$ cat src/rtl/initialization_command_sequencer.sv
// ICW/OCW write decoder for an 8259-style interrupt controller.
// It walks the ICW1..ICW4 init sequence, then decodes OCW writes into one-cycle strobes.
module initialization_command_sequencer (
  input  logic       clock,
  input  logic       reset,
  input  logic       write_strobe,
  input  logic       address_0,
  input  logic [7:0] internal_data_bus,
  output logic       write_initial_command_word_1,
  output logic       write_initial_command_word_2,
  output logic       write_initial_command_word_3,
  output logic       write_initial_command_word_4,
  output logic       write_operation_control_word_1_registers,
  output logic       write_operation_control_word_2_registers,
  output logic       write_operation_control_word_3_registers,
  output logic       poll_command,
  output logic       initialization_complete,
  output logic       single_or_cascade,
  output logic       level_or_edge_triggered,
  output logic       auto_end_of_interrupt,
  output logic       buffered_mode,
  output logic       buffered_master,
  output logic       special_fully_nested_mode,
  output logic       microprocessor_mode,
  output logic [4:0] interrupt_vector_address,
  output logic [7:0] cascade_device_config,
  output logic       special_mask_mode,
  output logic       read_register_isr_or_irr
);

  typedef enum logic [2:0] {IDLE, WAIT_ICW2, WAIT_ICW3, WAIT_ICW4, READY} state_t;

  state_t     state_d, state_q;
  logic       ic4_q;
  logic       icw1_q, icw2_q, icw3_q, icw4_q, ocw1_q, ocw2_q, ocw3_q, poll_q, init_q;
  logic       sngl_q, ltim_q, aeoi_q, buf_q, msl_q, sfnm_q, upm_q, smm_q, rr_q;
  logic [4:0] iva_q;
  logic [7:0] cas_q;
  logic       is_icw1;

  // ICW1 is recognised in every state, so it can restart a sequence at any time.
  assign is_icw1 = !address_0 && internal_data_bus[4];

  always_comb begin
    state_d = state_q;
    if (write_strobe) begin
      if (is_icw1) begin
        state_d = WAIT_ICW2;
      end else if (address_0) begin
        case (state_q)
          WAIT_ICW2: state_d = !sngl_q ? WAIT_ICW3 : (ic4_q ? WAIT_ICW4 : READY);
          WAIT_ICW3: state_d = ic4_q ? WAIT_ICW4 : READY;
          WAIT_ICW4: state_d = READY;
          default:   state_d = state_q;
        endcase
      end
    end
  end

  always_ff @(posedge clock) begin
    if (reset) begin
      state_q <= IDLE;
      ic4_q   <= 1'b0;
      {icw1_q, icw2_q, icw3_q, icw4_q, ocw1_q, ocw2_q, ocw3_q, poll_q, init_q} <= '0;
      {sngl_q, ltim_q, aeoi_q, buf_q, msl_q, sfnm_q, upm_q, smm_q, rr_q} <= '0;
      iva_q   <= '0;
      cas_q   <= '0;
    end else begin
      {icw1_q, icw2_q, icw3_q, icw4_q, ocw1_q, ocw2_q, ocw3_q, poll_q} <= '0;
      state_q <= state_d;
      init_q  <= (state_d == READY);
      if (write_strobe) begin
        if (is_icw1) begin
          icw1_q <= 1'b1;
          ic4_q  <= internal_data_bus[0];
          sngl_q <= internal_data_bus[1];
          ltim_q <= internal_data_bus[3];
          {aeoi_q, buf_q, msl_q, sfnm_q, upm_q, smm_q, rr_q} <= '0;
        end else if (address_0) begin
          case (state_q)
            WAIT_ICW2: begin
              icw2_q <= 1'b1;
              iva_q  <= internal_data_bus[7:3];
            end
            WAIT_ICW3: begin
              icw3_q <= 1'b1;
              cas_q  <= internal_data_bus;
            end
            WAIT_ICW4: begin
              icw4_q <= 1'b1;
              upm_q  <= internal_data_bus[0];
              aeoi_q <= internal_data_bus[1];
              msl_q  <= internal_data_bus[2];
              buf_q  <= internal_data_bus[3];
              sfnm_q <= internal_data_bus[4];
            end
            READY:   ocw1_q <= 1'b1;
            default: ;
          endcase
        end else if (state_q == READY) begin
          // A0=0, D4=0 here: D3 splits OCW2 from OCW3.
          if (!internal_data_bus[3]) begin
            ocw2_q <= 1'b1;
          end else begin
            ocw3_q <= 1'b1;
            if (internal_data_bus[6]) smm_q <= internal_data_bus[5];
            if (internal_data_bus[1]) rr_q  <= internal_data_bus[0];
            poll_q <= internal_data_bus[2];
          end
        end
      end
    end
  end

  assign write_initial_command_word_1             = icw1_q;
  assign write_initial_command_word_2             = icw2_q;
  assign write_initial_command_word_3             = icw3_q;
  assign write_initial_command_word_4             = icw4_q;
  assign write_operation_control_word_1_registers = ocw1_q;
  assign write_operation_control_word_2_registers = ocw2_q;
  assign write_operation_control_word_3_registers = ocw3_q;
  assign poll_command                             = poll_q;
  assign initialization_complete                  = init_q;
  assign single_or_cascade                        = sngl_q;
  assign level_or_edge_triggered                  = ltim_q;
  assign auto_end_of_interrupt                    = aeoi_q;
  assign buffered_mode                            = buf_q;
  assign buffered_master                          = msl_q;
  assign special_fully_nested_mode                = sfnm_q;
  assign microprocessor_mode                      = upm_q;
  assign interrupt_vector_address                 = iva_q;
  assign cascade_device_config                    = cas_q;
  assign special_mask_mode                        = smm_q;
  assign read_register_isr_or_irr                 = rr_q;

endmodule

$ cat config.mk
export PLATFORM = sky130hd
export DESIGN_NAME = initialization_command_sequencer
export DESIGN_NICKNAME = d
export VERILOG_FILES = /design/src/rtl/initialization_command_sequencer.sv
export SDC_FILE = /design/constraint.sdc
export NUM_CORES = 1
export LEC_CHECK = 0
export ABC_AREA = 1
export BUFFER_PORTS_ARGS = -buffer_cell sky130_fd_sc_hd__clkbuf_2
export CAP_MARGIN = 20
export CORE_MARGIN = 2
export CORE_UTILIZATION = 40
export DETAILED_ROUTE_END_ITERATION = 6
export PLACE_DENSITY = 0.67
export SLEW_MARGIN = 20
export SYNTH_ARGS = -nofsm -noshare
export SYNTH_HDL_FRONTEND = slang
export SYNTH_SLANG_ARGS = --single-unit
$ cat constraint.sdc
create_clock -name clock -period 1.1 [get_ports clock]
set_input_delay 0.11 -clock clock [delete_from_list [all_inputs] [get_ports clock]]
set_output_delay 0.11 -clock clock [all_outputs]
set_load 0.05 [all_outputs]
==> results of run 1 <==
layer usage:
layer | part of all wire, % | routed length (um) | vias to the layer above
li1 | - | - | 726
met1 | 44 | 1630 | 667
met3 | 6.2 | 229 | 4
met4 | 0.98 | 36 | 0
met5 | 0 | 0 | -
met2 | 49 | 1790 | 43
synthesized netlist by cell type:
master / instances
dfxtp_1: 35
nand2_1: 34
nor2_1: 32
inv_1: 17
a21oi_1: 13
o21ai_0: 11
nand3_1: 7
o21ai_1: 4
o22ai_1: 4
inv_2: 3
nand4_1: 3
o21ai_2: 3
a21oi_2: 2
buf_1: 1
buf_2: 1
buf_4: 1
buf_6: 1
inv_4: 1
nand2_2: 1
nand2_4: 1
nand3_2: 1
nand3_4: 1
nor3_1: 1
nor3_4: 1
nor3b_1: 1
cell families (layout without fill, tap and decap cells):
logic type / after synthesis / in the layout
buf+inv: 25 / 93
simple gates: 83 / 83
flops: 35 / 35
compound gates: 37 / 37
worst max-delay path: stages, from the launching register on:
cell and delay, ps:
dfxtp_4 390, nor2_4 130, nand2_4 80, o21ai_4 210, nand2_1 90, o21ai_1 150, nor2_1 50
cell type report:
cell class | count | area (sq um)
multi-input cells | 120 | 706
well taps | 46 | 57.6
repair buffers | 64 | 430
inverters | 21 | 93.8
clock buffers | 8 | 68.8
fillers | 310 | 1270
flip-flops and latches | 35 | 711
path summary, 6_finish.rpt:
check | from | endpoint | slack (ps) | cells past startpoint
min reg2reg | interrupt_vector_address[4] | interrupt_vector_address[4] | 470 | 2
max | state_q[0] | special_mask_mode | -100 | 6
max reg2reg | state_q[0] | special_mask_mode | -100 | 6
min | internal_data_bus[7] | cascade_device_config[7] | 30 | 3
layout by cell type (no fill, tap or decap), drive strengths merged:
| cell | n |
|---|---|
| clkbuf | 41 |
| nor3 | 2 |
| nor3b | 1 |
| o21ai | 18 |
| nand3 | 9 |
| a21oi | 15 |
| nor2 | 32 |
| nand2 | 36 |
| inv | 21 |
| o22ai | 4 |
| buf | 30 |
| dfxtp | 35 |
| dlygate4sd3 | 1 |
| nand4 | 3 |
repair_timing:
action                     4_1_cts  5_1_grt
buffers inserted                 4        1
hold buffers                     1        0
gates cloned                     1        0
hold endpoints to repair         1        0
gates resized for setup         24       61
setup endpoints to repair       27       46
pin swaps                        6        8
metrics by stage:
step / setup TNS, ps / setup slack [ps] / instance area (sq um)
2_1_floorplan: -28.0 / -28.0 / 1400
3_3_place_gp: -1710 / -145 / 1770
3_5_place_dp: -1900 / -169 / 1770
4_1_cts: -398 / -60.7 / 1970
5_1_grt: -2060 / -148 / 2070
6_report: -649 / -103 / 2070
power breakdown:
| part | switching [uW] | internal, uW |
|---|---|---|
| Combinational | 192 | 99.6 |
| Clock | 421 | 376 |
| Sequential | 14.2 | 1280 |
==> results.md, run 1 <==
* Clk_lat worst skew at 340 ps
* Max-Cap Viols at 0
* Avg Synthesized Cell Area at 7.74 sq um
* Starting Density at 41.8%
* Port bufs at 42
* Worst path arrival time at 1450 ps
* Compound-Gate Fraction of Synth Area at 15.0%
* Vias in the first global route at 1,283
* H-tree depth at 2
* Mux contribution to synthesized area at 0%
* Non-filler cells, final at 294
* Final core utilization at 61.9%
* Fmax achieved at 831 MHz
* WHS at 27.6 ps
* First-pass GRT wire length at 5870 um
* Core area at 0.00334 sq mm
* Crit share post-route at 109%
* Avg WL per Cell at 12.5 um
* Fin nets at 259
* Crit Path Max Fanout at 5
* Grt peak-use layer: met2
* CTS Buf Count at 5
* Period minus WS final at 1200 ps
* Die Height at 63.0 um
* IO Count at 43
* Setup crit end kind: flop
* Layout Skew at 12.9 ps
* Met3 GRT Util at 5.77%
* M2 GR Usage at 30.9%
* Die area at 0.00397 sq mm
* Critical setup path kind: reg -> reg
* Synth area leader: dfxtp_1
* Antenna viol nets, final at 0
* Largest net degree at the start of global routing at 13
* Final Routed Wirelength at 3680 um
* Final setup violation count at 13
* Post-DP HPWL at 2490 um
* Antenna Cells at 0
* Sequential-to-total area share from yosys stat at 50.3%
* Result of the run: complete, but fails checks
* CP Launch Type: flop
* CTS Buffer Depth at 2
* Worst Tran Pin Value at 309 ps
* Tot Pwr at 2380 uW
* Class of the worst hold path: in -> reg
* Synth top area share at 50.3%
* Final Hold Fails at 0
* # rows at 21
* Gr ovfl total at 0
* CTS tree: done
* Unrepaired setup endpoints after global routing: true
* Initial antenna violation count at 0
* Cells after DPL at 280
* Layout cells sized above 1 at 46.0%
* Rel. slew slack at 79.4%
* GR met1 Demand/Resource at 24.2%
* DRT iter0 DRCs at 67
* Largest family of logic cells by synthesized area: simple AND/OR/NAND/NOR gates
* Cells after Synth at 180
* Post-Synth XOR/XNOR Area at 0%
* Vias/cell at 4.90
* Largest register FFs at 8
* Worst EP required at 1340 ps
* Syn nets at 192
* Yosys warns at 0
* Failing checks: setup timing
* Via count at 1,440
* Adder-cell area share of the yosys netlist at 0%
* Final setup margin at -103 ps
* Root Buffer: clkbuf_4
* Post-synthesis cell area at 0.00139 sq mm
* Synthesized flop and latch total at 35
* Power Dens Cells at 1150 mW/mm^2
* Post-Synth Simple-Gate Area at 26.9%
* Synth cell types at 25
* Top post-synthesis cells by area: dfxtp_1 (50%), nand2_1 (9.2%), nor2_1 (8.6%)
* Maximum VDD drop at 849 uV
* Reg clk slew, reported paths at 110 ps
* Slew Viols, Final at 0
* # DRC at 0
* Layout area overhead at 48.3%
* Num Clock Sinks at 35
* Die width at 63.0 um
* Leakage power at 0.000974 uW
* Detailed Routing Iterations Pass 1 at 4
* GP Congestion at 0.814
* GRT Total Usage at 19.1%
No activity file was read; power rests on OpenSTA's default activity.
==> inputs of run 2 (changes only) <==
--- a/config.mk
+++ b/config.mk
@@ -9,9 +9,9 @@
 export BUFFER_PORTS_ARGS = -buffer_cell sky130_fd_sc_hd__clkbuf_2
 export CAP_MARGIN = 20
 export CORE_MARGIN = 2
-export CORE_UTILIZATION = 40
+export CORE_UTILIZATION = 45
 export DETAILED_ROUTE_END_ITERATION = 6
-export PLACE_DENSITY = 0.67
+export PLACE_DENSITY = 0.74
 export SLEW_MARGIN = 20
 export SYNTH_ARGS = -nofsm -noshare
 export SYNTH_HDL_FRONTEND = slang
==> run 2 against run 1 <==
Against the previous run:
- the flow still finishes with violations (setup timing)
- clock power up 45%
- sequential power about the same
- total power up 15%
- register-to-register slack better by 20 ps
- first-iteration DRC count is 64% lower
- routed wire length fell by 7.0%
- combinational power fell by 5%
- critical path type unchanged
- global-route usage grew 2.2 points
- fmax up 1.6%
- design area down 1.1%
- sequential share of layout area increased by 0.38 points
- largest power group unchanged
- utilization up 6.1 points
==> results.md, run 2 (synthesized netlist as in run 1, its figures left out) <==
* Final setup violation count at 11 (-2)
* Crit Path Max Fanout at 5 (unchanged)
* Critical setup path kind: reg -> reg
* Final core utilization at 68.1% (+6.1 points)
* Vias/cell at 4.94 (+0.91%)
* Failing checks: setup timing
* Final setup margin at -84.5 ps (+18.6 ps)
* WHS at 19.8 ps (-7.82 ps)
* Avg WL per Cell at 12.3 um (-2.0%)
* Period minus WS final at 1180 ps (-18.6 ps)
* CTS tree: done
* GRT Total Usage at 21.3% (+2.2 points)
* Slew Viols, Final at 0 (unchanged)
* Maximum VDD drop at 1170 uV (+38%)
* Setup TNS at -257 ps (+391 ps)
* Reg clk slew, reported paths at 110 ps (about the same)
* Final instance area at 0.00204 sq mm (-1.1%)
* Worst path arrival time at 1480 ps (+30 ps)
* Setup crit end kind: flop
* Post-DP HPWL at 2410 um (-3.3%)
* Crit share post-route at 108% (-1.7 points)
* Comb power frac at 10.2% (-2.0 points)
* Commonest non-fill, non-tap cell in the layout: dfxtp_1
* Clk pwr share at 42.4% (+8.9 points)
* Antenna viol nets, final at 0 (unchanged)
* Sw power at 651 uW (+3.7%)
* Port bufs at 42 (unchanged)
* Result of the run: complete, but fails checks
* Vias in the first global route at 1,299 (+1.2%)
* GP Congestion at 0.835 (+2.6%)
* Worst Tran Pin Value at 278 ps (-31.1 ps)
* Die Height at 59.7 um (-5.4%)
* Detailed Routing Iterations Pass 1 at 4 (unchanged)
* Most frequent cells in the layout: dfxtp_1 (31), nand2_1 (29), nor2_1 (27)
* Gr ovfl total at 0 (unchanged)
* Max-Cap Viols at 0 (unchanged)
* Largest net degree at the start of global routing at 13 (unchanged)
* CP Launch Type: flop
* Die area at 0.00356 sq mm (-10%)
* Fmax achieved at 844 MHz (+1.6%)
* CTS Buffer Depth at 2 (unchanged)
* Core area at 0.00300 sq mm (-10%)
* Layout area overhead at 46.7%
* Final Routed Wirelength at 3430 um (-7.0%)
* Switching share of power at 23.8% (-2.5 points)
* Layout Skew at 10.8 ps (-2.13 ps)
* First-pass GRT wire length at 5610 um (-4.4%)
* # rows at 20 (-4.8%)
* Starting Density at 46.4% (+4.6 points)
* Clk_lat worst skew at 350 ps (about the same)
* Flop pwr share at 47.4% (-6.9 points)
* Antenna Cells at 0 (unchanged)
* Placed standard-cell area at 0.00176 sq mm (-0.78%)
* H-tree depth at 2 (unchanged)
* Final Hold Fails at 0 (unchanged)
* Via count at 1,379 (-4.2%)
* Die width at 59.7 um (-5.4%)
* Int Power at 2090 uW (+19%)
* Leakage power at 0.000975 uW (about the same)
* # DRC at 0 (unchanged)
* Num Clock Sinks at 35 (unchanged)
* Unrepaired setup endpoints after global routing: true
* Class of the worst hold path: in -> reg
* Non-filler cells, final at 279 (-5.1%)
* IO Count at 43 (unchanged)
* Fin nets at 257 (-0.77%)
* Largest register FFs at 8 (unchanged)
* Root Buffer: clkbuf_4
* Cells after DPL at 269 (-3.9%)
* Rel. slew slack at 81.5% (+2.2 points)
* CTS Buf Count at 5 (unchanged)
* DRT iter0 DRCs at 24 (-64%)
* Worst EP required at 1400 ps (+60 ps)
* Initial antenna violation count at 0 (unchanged)
* Power Dens Cells at 1340 mW/mm^2 (+16%)
* Layout cells sized above 1 at 42.3% (-3.7 points)
[run 2: metal layers]
metal / GRT usage, % / routed length, um / vias to the layer above
met4: 10.2 / 70 / 0
met5: 0 / 0 / -
met1: 25.2 / 1520 / 617
met2: 34.5 / 1650 / 41
li1: - / - / 713
met3: 7.14 / 187 / 8
[run 2: worst max-delay path: stages, from the launching register on]
cell,delay (ps)
dfxtp_4,390
inv_4,60
buf_4,130
nand2_1,60
nand2_1,80
nor2_1,50
a21oi_2,160
nand3_1,90
nor2_1,100
[run 2: worst paths after layout]
path / from / end / slack [ps] / cells after the start
worst min-delay path: internal_data_bus[7] / cascade_device_config[7] / 20 / 3
worst min register to register: read_register_isr_or_irr / read_register_isr_or_irr / 470 / 2
worst max register to register: state_q[0] / initialization_complete / -80 / 8
worst max-delay path: state_q[0] / initialization_complete / -80 / 8
[run 2: power groups by stage]
stage | Sequential [uW] | Clock (uW) | Combinational [uW]
2_1_floorplan | 1370 | 0 | 102
6_report | 1300 | 1160 | 278
5_1_grt | 1300 | 1220 | 303
4_1_cts | 1300 | 1180 | 264
3_5_place_dp | 1330 | 0 | 243
3_3_place_gp | 1320 | 0 | 242
[run 2: what timing repair did]
item,in CTS,in global routing
pin swaps,5,12
gates resized for setup,35,47
hold endpoints to repair,1,0
setup endpoints to repair,37,44
setup buffers,1,0
hold buffers,1,0
[run 2: through the flow]
stage / worst slack, ps / total power [uW]
3_5_place_dp: -109 / 1570
4_1_cts: -50.4 / 2740
5_1_grt: -152 / 2820
3_3_place_gp: -84.2 / 1570
6_report: -84.5 / 2740
2_1_floorplan: -28.0 / 1470
[run 2: layout make-up]
| class | instances | area, sq um |
|---|---|---|
| multi-input cells | 120 | 666 |
| well taps | 33 | 41.3 |
| inverters | 21 | 86.3 |
| repair buffers | 62 | 435 |
| flip-flops and latches | 35 | 711 |
| clock inverters | 3 | 67.6 |
| clock buffers | 5 | 37.5 |
| fillers | 243 | 958 |
==> inputs of run 3 (changes only) <==
--- a/config.mk
+++ b/config.mk
@@ -9,9 +9,8 @@
 export BUFFER_PORTS_ARGS = -buffer_cell sky130_fd_sc_hd__clkbuf_2
 export CAP_MARGIN = 20
 export CORE_MARGIN = 2
-export CORE_UTILIZATION = 45
+export CORE_UTILIZATION = 28
 export DETAILED_ROUTE_END_ITERATION = 6
-export PLACE_DENSITY = 0.74
 export SLEW_MARGIN = 20
 export SYNTH_ARGS = -nofsm -noshare
 export SYNTH_HDL_FRONTEND = slang
==> run 3 against run 2 <==
Against the previous run:
- the run still ends with setup timing left
- critical path type unchanged
- via count increased by 2.7%
- combinational power is 5% higher
- hold slack got worse by 6.6 ps
==> results.md, run 3 (synthesized netlist as in run 1, its figures left out) <==
* Avg WL per Cell at 11.9 um (-3.0%)
* Clk pwr share at 36.3% (-6.1 points)
* H-tree depth at 2 (unchanged)
* Port bufs at 42 (unchanged)
* CTS Buf Count at 5 (unchanged)
* Commonest non-fill, non-tap cell in the layout: clkbuf_2
* Critical-path cell list: buf_4 -> nand4_1 -> nand2_1 -> nand2_2 -> nand2_1 -> nor3b_2
* Layout Skew at 3.50 ps (-7.27 ps)
* Flop pwr share at 52.0% (+4.6 points)
* Initial antenna violation count at 0 (unchanged)
* Slew Viols, Final at 0 (unchanged)
* CTS tree: done
* Root Buffer: clkbuf_8
* Layout cells sized above 1 at 46.6% (+4.4 points)
* GRT Total Usage at 14.3% (-7.0 points)
* Fmax achieved at 843 MHz (-0.17%)
* Crit. path cell count at 6 (-2)
* Final setup margin at -86.5 ps (-2.01 ps)
* # DRC at 0 (unchanged)
* CP top delay family: simple AND/OR/NAND/NOR gates
* Comb power frac at 11.7% (+1.5 points)
* Vias/cell at 4.43 (-10%)
* Leakage power at 0.00101 uW (+3.2%)
* Final setup violation count at 14 (+3)
* Switching share of power at 26.9% (+3.1 points)
* Die width at 74.6 um (+25%)
* Hold Path Stages at 2 (-1)
* Result of the run: complete, but fails checks
* CP Launch Type: flop
* DRT iter0 DRCs at 81 (+240%)
* Maximum VDD drop at 571 uV (-51%)
* Class of the worst hold path: in -> reg
* Largest net degree at the start of global routing at 12 (-1)
* Antenna Cells at 0 (unchanged)
* Via count at 1,416 (+2.7%)
* Layout area overhead at 53.1%
* Final core utilization at 44.9% (-23 points)
* Detailed Routing Iterations Pass 1 at 4 (unchanged)
* CP max stage cell: dfxtp_4
* Final Hold Fails at 0 (unchanged)
* Most used cell along the critical path: nand2_1
* Clk_lat worst skew at 290 ps (-60 ps)
* Final instance area at 0.00213 sq mm (+4.4%)
* Buf/Inv on CP at 1 (-1)
* Final Routed Wirelength at 3810 um (+11%)
* First-pass GRT wire length at 5930 um (+5.7%)
* GP Congestion at 0.884 (+5.9%)
* Crit share post-route at 108% (+0.18 points)
* Placed standard-cell area at 0.00183 sq mm (+4.0%)
* # rows at 25 (+25%)
* Largest register FFs at 8 (unchanged)
* Worst EP required at 1300 ps (-100 ps)
* Register-to-Register Path Depth at 6 (-2)
* Power Dens Cells at 1170 mW/mm^2 (-13%)
* CTS Buffer Depth at 2 (unchanged)
* Unrepaired setup endpoints after global routing: true
* WHS at 13.2 ps (-6.61 ps)
* Max-Cap Viols at 0 (unchanged)
* Reg clk slew, reported paths at 70 ps (-40 ps)
* Antenna viol nets, final at 0 (unchanged)
* Die area at 0.00556 sq mm (+56%)
* Fin nets at 264 (+2.7%)
* Core area at 0.00475 sq mm (+58%)
* Gr ovfl total at 0 (unchanged)
* Failing checks: setup timing
* Hold_buf cts at 0 (-1)
* Vias in the first global route at 1,212 (-6.7%)
* IO Count at 43 (unchanged)
* Setup crit end kind: flop
* Pre-CTS WS at -169 ps (-60.6 ps)
* Int Power at 1820 uW (-13%)
* Worst path arrival time at 1390 ps (-90 ps)
* Rel. slew slack at 81.4% (-0.16 points)
* Period minus WS final at 1190 ps (+2.01 ps)
* Worst Tran Pin Value at 280 ps (+2.40 ps)
* Crit Path Max Fanout at 7 (+2)
* Critical setup path kind: reg -> reg
* Starting Density at 29.3% (-17 points)
* Sw power at 671 uW (+3.2%)
* Most frequent cells in the layout: clkbuf_2 (40), dfxtp_1 (31), nand2_1 (29)
* Num Clock Sinks at 35 (unchanged)
* Post-DP HPWL at 2670 um (+11%)
* Die Height at 74.6 um (+25%)
* Max incr delay on CP at 420 ps (+30 ps)
==> run 3: cell count changes in the layout (fill, tap and decap cells not counted), sizes merged <==
cell and delta:
clkbuf +9, clkinv +1, dlygate4sd3 -1, bufinv -2
==> run 3: worst paths after layout <==
| check | end | slack [ps] | start |
|---|---|---|---|
| worst min register to register | level_or_edge_triggered | 460 | level_or_edge_triggered |
| worst max-delay path | state_q[0] | -90 | state_q[1] |
| worst min-delay path | write_operation_control_word_2_registers | 10 | internal_data_bus[3] |
| worst max register to register | state_q[0] | -90 | state_q[1] |
==> run 3: stage by stage <==
step | instances | total power, uW | TNS (ps)
after floorplan | 180 | 1470 | -28.0
after global placement | 305 | 1580 | -1870
after detailed placement | 305 | 1580 | -2480
after CTS | 319 | 2500 | -637
after global routing | 320 | 2620 | -2220
final | 320 | 2500 | -470
==> run 3: final cells by class <==
type,instances,area [sq um]
fill,500,2620
sequential,35,711
multi-input combinational,120,701
timing repair buffer,69,468
inverter,21,86.3
tap,67,83.8
clock buffer,6,72.6
clock inverter,2,12.5
==> run 3: power groups by stage <==
| stage | Combinational, uW | Clock, uW | Sequential [uW] |
|---|---|---|---|
| 2_1_floorplan | 102 | 0 | 1370 |
| 3_3_place_gp | 254 | 0 | 1330 |
| 3_5_place_dp | 252 | 0 | 1330 |
| 4_1_cts | 267 | 940 | 1300 |
| 5_1_grt | 316 | 1010 | 1300 |
| 6_report | 292 | 907 | 1300 |
==> run 3: metal layers <==
metal / track usage, % / routed length [um] / up-vias
li1: - / - / 724
met1: 20.0 / 1680 / 614
met2: 19.9 / 1700 / 68
met3: 4.88 / 348 / 10
met4: 6.15 / 86 / 0
met5: 0 / 0 / -
==> run 3: timing repair <==
action	CTS	global route
pin swaps	5	11
resized for setup	17	35
buffers inserted	5	1
setup endpoints to repair	28	28
cloned	1	0
